$ cat config.mk
export PLATFORM = sky130hd
export DESIGN_NAME = traffic_controller_flat
export DESIGN_NICKNAME = d
export VERILOG_FILES = /design/src/rtl/traffic_pkg.sv /design/src/rtl/traffic_if.sv /design/src/rtl/traffic_controller_dwell_timer.sv /design/src/rtl/traffic_controller.sv /design/src/flat_wrapper.sv
export SDC_FILE = /design/constraint.sdc
export NUM_CORES = 1
export LEC_CHECK = 0
export CAP_MARGIN = 20
export CORE_ASPECT_RATIO = 1.25
export CORE_MARGIN = 1
export CORE_UTILIZATION = 45
export CTS_BUF_LIST = sky130_fd_sc_hd__clkbuf_4 sky130_fd_sc_hd__clkbuf_8 sky130_fd_sc_hd__clkbuf_16
export DETAILED_ROUTE_END_ITERATION = 10
export PLACE_DENSITY = 0.73
export SYNTH_ARGS = -nofsm -noshare
export SYNTH_HDL_FRONTEND = slang
export SYNTH_HIERARCHICAL = 1
export SYNTH_SLANG_ARGS = --single-unit
$ cat constraint.sdc
create_clock -name clk -period 2.7 [get_ports clk]
set_input_delay 0.54 -clock clk [delete_from_list [all_inputs] [get_ports clk]]
set_output_delay 0.54 -clock clk [all_outputs]
set_load 0.02 [all_outputs]
$ cat src/rtl/traffic_pkg.sv
// traffic_pkg: shared constants for the two-approach intersection controller.
// Lamp triplets are {Red,Yellow,Green}. The phase enum is the encoding that the
// controller reports on its phase output.
package traffic_pkg;

    localparam logic [2:0] RED    = 3'b100;
    localparam logic [2:0] YELLOW = 3'b010;
    localparam logic [2:0] GREEN  = 3'b001;
    localparam logic [2:0] OFF    = 3'b000;

    typedef enum logic [2:0] {
        StNsGreen  = 3'd0,
        StNsYellow = 3'd1,
        StClrA     = 3'd2,
        StEwGreen  = 3'd3,
        StEwYellow = 3'd4,
        StClrB     = 3'd5,
        StFlashOn  = 3'd6,
        StFlashOff = 3'd7
    } state_e;

endpackage

$ cat src/rtl/traffic_if.sv
// traffic_if: controller-facing signal bundle.
//   tick     - time-base strobe from the prescaler
//   ped_req  - pedestrian button (level or pulse)
//   flash_en - maintenance flash request (level)
//   ns_light, ew_light - lamp triplets {Red,Yellow,Green}
//   ped_walk - walk indication
//   phase    - current controller state encoding
// master: the environment (prescaler, buttons, lamp drivers); slave: the controller.
interface traffic_if;
    logic       tick;
    logic       ped_req;
    logic       flash_en;
    logic [2:0] ns_light;
    logic [2:0] ew_light;
    logic       ped_walk;
    logic [2:0] phase;

    modport master (
        output tick, ped_req, flash_en,
        input  ns_light, ew_light, ped_walk, phase
    );

    modport slave (
        input  tick, ped_req, flash_en,
        output ns_light, ew_light, ped_walk, phase
    );
endinterface

$ cat src/rtl/traffic_controller_dwell_timer.sv
// dwell_timer: per-phase down counter advanced by tick strobes.
//   clk, reset - clock and synchronous active-high reset (loads RESET_VAL)
//   tick       - counting strobe
//   load       - load load_val this cycle (takes priority over counting)
//   load_val   - duration minus one of the phase being entered
//   expire     - tick arrived while the count is zero; the phase ends on this edge
module dwell_timer #(
    parameter int unsigned      CNT_W     = 8,
    parameter logic [CNT_W-1:0] RESET_VAL = '0
) (
    input  logic             clk,
    input  logic             reset,
    input  logic             tick,
    input  logic             load,
    input  logic [CNT_W-1:0] load_val,
    output logic             expire
);

    logic [CNT_W-1:0] count_q;

    always_ff @(posedge clk) begin
        if (reset) begin
            count_q <= RESET_VAL;
        end else if (load) begin
            count_q <= load_val;
        end else if (tick && (count_q != '0)) begin
            count_q <= count_q - 1'b1;
        end
    end

    assign expire = tick && (count_q == '0);

endmodule

$ cat src/rtl/traffic_controller.sv
// traffic_controller: two-approach intersection controller.
//   clk   - system clock
//   reset - synchronous active-high reset (state CLR_B, all-red, latch clear)
//   bus   - traffic_if.slave: tick/ped_req/flash_en in; lamps, ped_walk, phase out
// Sequence CLR_B -> NS_GREEN -> NS_YELLOW -> CLR_A -> EW_GREEN -> EW_YELLOW -> CLR_B,
// with a latched pedestrian request turning CLR_B into a walk phase and a yellow
// flash mode entered and left only through the all-red clearance phases.
module traffic_controller
    import traffic_pkg::*;
#(
    parameter int unsigned CNT_W        = 8,
    parameter int unsigned GREEN_TICKS  = 10,
    parameter int unsigned YELLOW_TICKS = 3,
    parameter int unsigned ALLRED_TICKS = 2,
    parameter int unsigned WALK_TICKS   = 6,
    parameter int unsigned FLASH_TICKS  = 4
) (
    input  logic clk,
    input  logic reset,
    traffic_if.slave bus
);

    localparam logic [CNT_W-1:0] GREEN_LD  = CNT_W'(GREEN_TICKS - 1);
    localparam logic [CNT_W-1:0] YELLOW_LD = CNT_W'(YELLOW_TICKS - 1);
    localparam logic [CNT_W-1:0] ALLRED_LD = CNT_W'(ALLRED_TICKS - 1);
    localparam logic [CNT_W-1:0] WALK_LD   = CNT_W'(WALK_TICKS - 1);
    localparam logic [CNT_W-1:0] FLASH_LD  = CNT_W'(FLASH_TICKS - 1);

    state_e           state_q, state_d;
    logic             ped_q, ped_d;
    // Set while the current CLR_B is serving a pedestrian walk.
    logic             walk_q, walk_d;
    logic             load;
    logic [CNT_W-1:0] load_val;
    logic             expire;

    dwell_timer #(
        .CNT_W     (CNT_W),
        .RESET_VAL (ALLRED_LD)
    ) u_dwell_timer (
        .clk      (clk),
        .reset    (reset),
        .tick     (bus.tick),
        .load     (load),
        .load_val (load_val),
        .expire   (expire)
    );

    always_ff @(posedge clk) begin
        if (reset) begin
            state_q <= StClrB;
            ped_q   <= 1'b0;
            walk_q  <= 1'b0;
        end else begin
            state_q <= state_d;
            ped_q   <= ped_d;
            walk_q  <= walk_d;
        end
    end

    always_comb begin
        state_d  = state_q;
        ped_d    = ped_q | bus.ped_req;
        walk_d   = walk_q;
        load     = 1'b0;
        load_val = ALLRED_LD;
        if (expire) begin
            load   = 1'b1;
            walk_d = 1'b0;
            case (state_q)
                StNsGreen: begin
                    state_d  = StNsYellow;
                    load_val = YELLOW_LD;
                end
                StNsYellow: begin
                    state_d  = StClrA;
                    load_val = ALLRED_LD;
                end
                StClrA: begin
                    state_d  = bus.flash_en ? StFlashOn : StEwGreen;
                    load_val = bus.flash_en ? FLASH_LD : GREEN_LD;
                end
                StEwGreen: begin
                    state_d  = StEwYellow;
                    load_val = YELLOW_LD;
                end
                StEwYellow: begin
                    state_d = StClrB;
                    if (ped_q) begin
                        // Serve the request; a button still held re-arms the latch.
                        load_val = WALK_LD;
                        walk_d   = 1'b1;
                        ped_d    = bus.ped_req;
                    end else begin
                        load_val = ALLRED_LD;
                    end
                end
                StClrB: begin
                    state_d  = bus.flash_en ? StFlashOn : StNsGreen;
                    load_val = bus.flash_en ? FLASH_LD : GREEN_LD;
                end
                StFlashOn: begin
                    state_d  = StFlashOff;
                    load_val = FLASH_LD;
                end
                StFlashOff: begin
                    state_d  = bus.flash_en ? StFlashOn : StClrB;
                    load_val = bus.flash_en ? FLASH_LD : ALLRED_LD;
                end
                default: begin
                    state_d  = StClrB;
                    load_val = ALLRED_LD;
                end
            endcase
        end
    end

    always_comb begin
        bus.ns_light = RED;
        bus.ew_light = RED;
        case (state_q)
            StNsGreen:  bus.ns_light = GREEN;
            StNsYellow: bus.ns_light = YELLOW;
            StEwGreen:  bus.ew_light = GREEN;
            StEwYellow: bus.ew_light = YELLOW;
            StFlashOn: begin
                bus.ns_light = YELLOW;
                bus.ew_light = YELLOW;
            end
            StFlashOff: begin
                bus.ns_light = OFF;
                bus.ew_light = OFF;
            end
            default: begin
                bus.ns_light = RED;
                bus.ew_light = RED;
            end
        endcase
    end

    assign bus.ped_walk = walk_q && (state_q == StClrB);
    assign bus.phase    = state_q;

endmodule
$ cat src/flat_wrapper.sv
// flat-port wrapper written by rule: the top's interface ports become plain ports
module traffic_controller_flat import traffic_pkg::*;
#(
    parameter int unsigned CNT_W        = 8,
    parameter int unsigned GREEN_TICKS  = 10,
    parameter int unsigned YELLOW_TICKS = 3,
    parameter int unsigned ALLRED_TICKS = 2,
    parameter int unsigned WALK_TICKS   = 6,
    parameter int unsigned FLASH_TICKS  = 4
)
  (clk, reset, bus_tick, bus_ped_req, bus_flash_en, bus_ns_light, bus_ew_light, bus_ped_walk, bus_phase);
  traffic_if bus_i ();
  input  logic clk;
  input  logic reset;
  input wire logic [$bits(bus_i.tick)-1:0] bus_tick;
  input wire logic [$bits(bus_i.ped_req)-1:0] bus_ped_req;
  input wire logic [$bits(bus_i.flash_en)-1:0] bus_flash_en;
  output wire logic [$bits(bus_i.ns_light)-1:0] bus_ns_light;
  output wire logic [$bits(bus_i.ew_light)-1:0] bus_ew_light;
  output wire logic [$bits(bus_i.ped_walk)-1:0] bus_ped_walk;
  output wire logic [$bits(bus_i.phase)-1:0] bus_phase;
  assign bus_i.tick = bus_tick;
  assign bus_i.ped_req = bus_ped_req;
  assign bus_i.flash_en = bus_flash_en;
  assign bus_ns_light = bus_i.ns_light;
  assign bus_ew_light = bus_i.ew_light;
  assign bus_ped_walk = bus_i.ped_walk;
  assign bus_phase = bus_i.phase;
  traffic_controller #(.CNT_W(CNT_W), .GREEN_TICKS(GREEN_TICKS), .YELLOW_TICKS(YELLOW_TICKS), .ALLRED_TICKS(ALLRED_TICKS), .WALK_TICKS(WALK_TICKS), .FLASH_TICKS(FLASH_TICKS)) u_core (.clk(clk), .reset(reset), .bus(bus_i));
endmodule
==> reports/metrics.cfg <==
[worst_setup_path]
timing.critical_path.to_type=primary output
worst_ep_required_time_ns=2.16
start_kind=register
classification_of_the_worst_setup_path=reg -> out
critPathArrivalTime_ns=1.91
largest_fanout_on_the_critical_path=12

[min_path]
hold_class=reg -> reg

[cts]
post-cts-setup-buffers=0
clock_latency_ns=0.28
cts_made_buffers=3
cts_hold_buffers=0
cts_resized=0
clock_tree.buffer_depth=2
clk_pin_slew_worst_paths_ns=0.08
cts_tree=yes
cts_root_buf=sky130_fd_sc_hd__clkbuf_4
clock_sinks=13
cts-htree-levels=1

[grt]
number_of_global_route_vias_before_repair=937
grt_pass1_wl_mm=3.86
track_usage=0.211
grt_antenna_before_repair=0
residual_overflow_from_global_routing=0
maximum_number_of_pins_on_one_net_before_global_route_repair=21

[synthesis]
ys_async_rst_share=0
synth.lib_cells_used.distinct=49
synth-seq-cells=13
yosysWarnings=6
post_synth_instance_area_um2=1010
postSynthCellCount=132
number_of_enable_flip_flop_cells_after_synthesis=0
synth_seq_area_share=0.258
dominantRegCellSynth=sky130_fd_sc_hd__dfxtp_1
syn-mean-instance-area_um2=7.65

[detailed_routing]
drt_first_pass_iters=4
postRouteWirelength_mm=2.39
detailroute.via_count=1017
route.detailed.vias_per_inst=5.71
post_drt_wl_per_cell_um=13.4
ant_nets=0
detailedRoute.firstIterationViolations=18
drcViolationCount=0

[sta]
max_freq_ghz=0.408
layout_min_cycle_time_ns=2.45
timing_worst_slew_pin_value_ns=0.540
whs_ns=0.519
setup_repair_after_global_routing_missed_its_margin=no
timing_max_transition_violations_final=0
max-slew-margin-rel=0.639
total_negative_setup_slacks_ns=0
setup-violations-final=0
timing_hold_violations_final=0
setup_slack_ns=0.247
finClkSkew_ns=0.00736
finalCritPeriodShare=0.909

[cells_and_area]
num_antenna_cells=0
final_util=0.592
final_layout_size_suffix_gt1_frac=0.0676
finish.instance_area_um2=1210
finish.cell_count_without_fillers=178
num-nets-final=158
fillCellCount=199
area_delta_synth_final_pct=20.2
multiInputGateArea_um2=659
regArea_um2=260
final_cell_mix=sky130_fd_sc_hd__clkdlybuf4s50_1, sky130_fd_sc_hd__inv_1, sky130_fd_sc_hd__dfxtp_1

[floorplanning]
floorplan.core_area_um2=2050
io-pin-count=15
die_extent_in_x_um=44.4
row_count=18
die-area_um2=2440
die_height_um=55.0
floorplan.initialDensity=0.493

[place]
place_area_um2=1180
dp_worst_setup_slack_ns=0.252
globalplace.congestion=0.836
detailed_place_hpwl_mm=1.72
place_inst=174
port_buffers=14

[run_status]
result_of_the_run=finished, final reports clean

[power_and_ir_drop]
p_sw_frac=0.471
power_mw=1.20
cellLeakagePower_nw=0.457
total_switching_power_uw=563
cell_internal_pwr_uw=632
peakVddDrop_mv=0.560
power_frac_comb=0.610
seq_power_share=0.279
power.share.clock=0.111
power.density_cell_area_nw_per_um2=985

[job]
cap_violations=0

registers in the layout (all words and copies together), names as in the netlist:
name                          flops
u_core/ped_q                      1
u_core/u_dwell_timer/count_q      8
u_core/bus.phase                  3
u_core/walk_q                     1
routing by layer:
| metal | vias to the layer above | global-route usage | part of all wire |
|---|---|---|---|
| li1 | 509 | - | - |
| met1 | 486 | 0.240 | 0.46 |
| met2 | 20 | 0.404 | 0.50 |
| met3 | 2 | 0.0390 | 0.031 |
| met4 | 0 | 0.0505 | 0.0050 |
| met5 | - | 0 | 0 |
cell type report:
type	count	share of cell area
sequential	13	0.214
inverter	15	0.0464
multi-input combinational	98	0.543
clock buffer	4	0.0247
tap	30	0.0309
timing repair buffer	18	0.140
power by group through the flow:
stage	registers [mW]	clock network [mW]	logic (mW)
after global placement	0.330	0	0.703
after floorplan	0.335	0	0.539
final	0.333	0.133	0.729
after CTS	0.331	0.139	0.718
after global routing	0.343	0.150	0.798
after detailed placement	0.334	0	0.715
path summary, 6_finish.rpt:
path         slack (ns)  depth (start not counted)                             from                         endpoint
max reg2reg        0.57                          7  u_core/u_dwell_timer/count_q[7]  u_core/u_dwell_timer/count_q[2]
min reg2reg        0.52                          2                     u_core/ped_q                     u_core/ped_q
min                0.52                          2                     u_core/ped_q                     u_core/ped_q
max                0.25                          5              u_core/bus.phase[2]                  bus_ns_light[0]
Yosys cell counts, types with 2 or more instances:
library cell | number | share of area
sky130_fd_sc_hd__o31ai_1 | 2 | 0.015
sky130_fd_sc_hd__buf_6 | 2 | 0.022
sky130_fd_sc_hd__nor2_1 | 11 | 0.041
sky130_fd_sc_hd__a311oi_1 | 3 | 0.026
sky130_fd_sc_hd__a21oi_1 | 6 | 0.030
sky130_fd_sc_hd__a31oi_1 | 2 | 0.012
sky130_fd_sc_hd__dfxtp_1 | 13 | 0.26
sky130_fd_sc_hd__ha_1 | 4 | 0.050
sky130_fd_sc_hd__o21a_1 | 3 | 0.022
sky130_fd_sc_hd__inv_1 | 14 | 0.052
sky130_fd_sc_hd__or4_1 | 2 | 0.015
sky130_fd_sc_hd__nor2b_1 | 4 | 0.025
sky130_fd_sc_hd__nand3b_1 | 2 | 0.015
sky130_fd_sc_hd__nand2_1 | 5 | 0.019
sky130_fd_sc_hd__or3_1 | 2 | 0.012
sky130_fd_sc_hd__nand2b_1 | 4 | 0.025
sky130_fd_sc_hd__a221oi_1 | 2 | 0.017
sky130_fd_sc_hd__or2_1 | 2 | 0.012
sky130_fd_sc_hd__clkbuf_1 | 5 | 0.019
sky130_fd_sc_hd__nor4_1 | 2 | 0.012
sky130_fd_sc_hd__buf_2 | 2 | 0.0099
sky130_fd_sc_hd__nor3_1 | 7 | 0.035
sky130_fd_sc_hd__nor3b_1 | 5 | 0.037
sky130_fd_sc_hd__o21ai_0 | 3 | 0.015
critical path: stages, from the launching register on:
cell and delay, ns:
sky130_fd_sc_hd__dfxtp_1 0.32, sky130_fd_sc_hd__buf_4 0.18, sky130_fd_sc_hd__ha_1 0.31, sky130_fd_sc_hd__inv_1 0.05, sky130_fd_sc_hd__nor3_1 0.16, sky130_fd_sc_hd__clkdlybuf4s50_1 0.62
logic make-up (layout without fill, tap and decap cells):
kind of cell / after synthesis / in the layout / synth area share
other cells: 1 / 4 / 0.00371
flops: 13 / 13 / 0.258
compound gates: 34 / 34 / 0.250
buf+inv: 24 / 37 / 0.107
xor+xnor: 1 / 1 / 0.00868
mux: 1 / 1 / 0.00991
simple gates: 54 / 54 / 0.314
fa+ha+maj: 4 / 4 / 0.0496
Note: power is estimated with default switching activity, not from simulation.
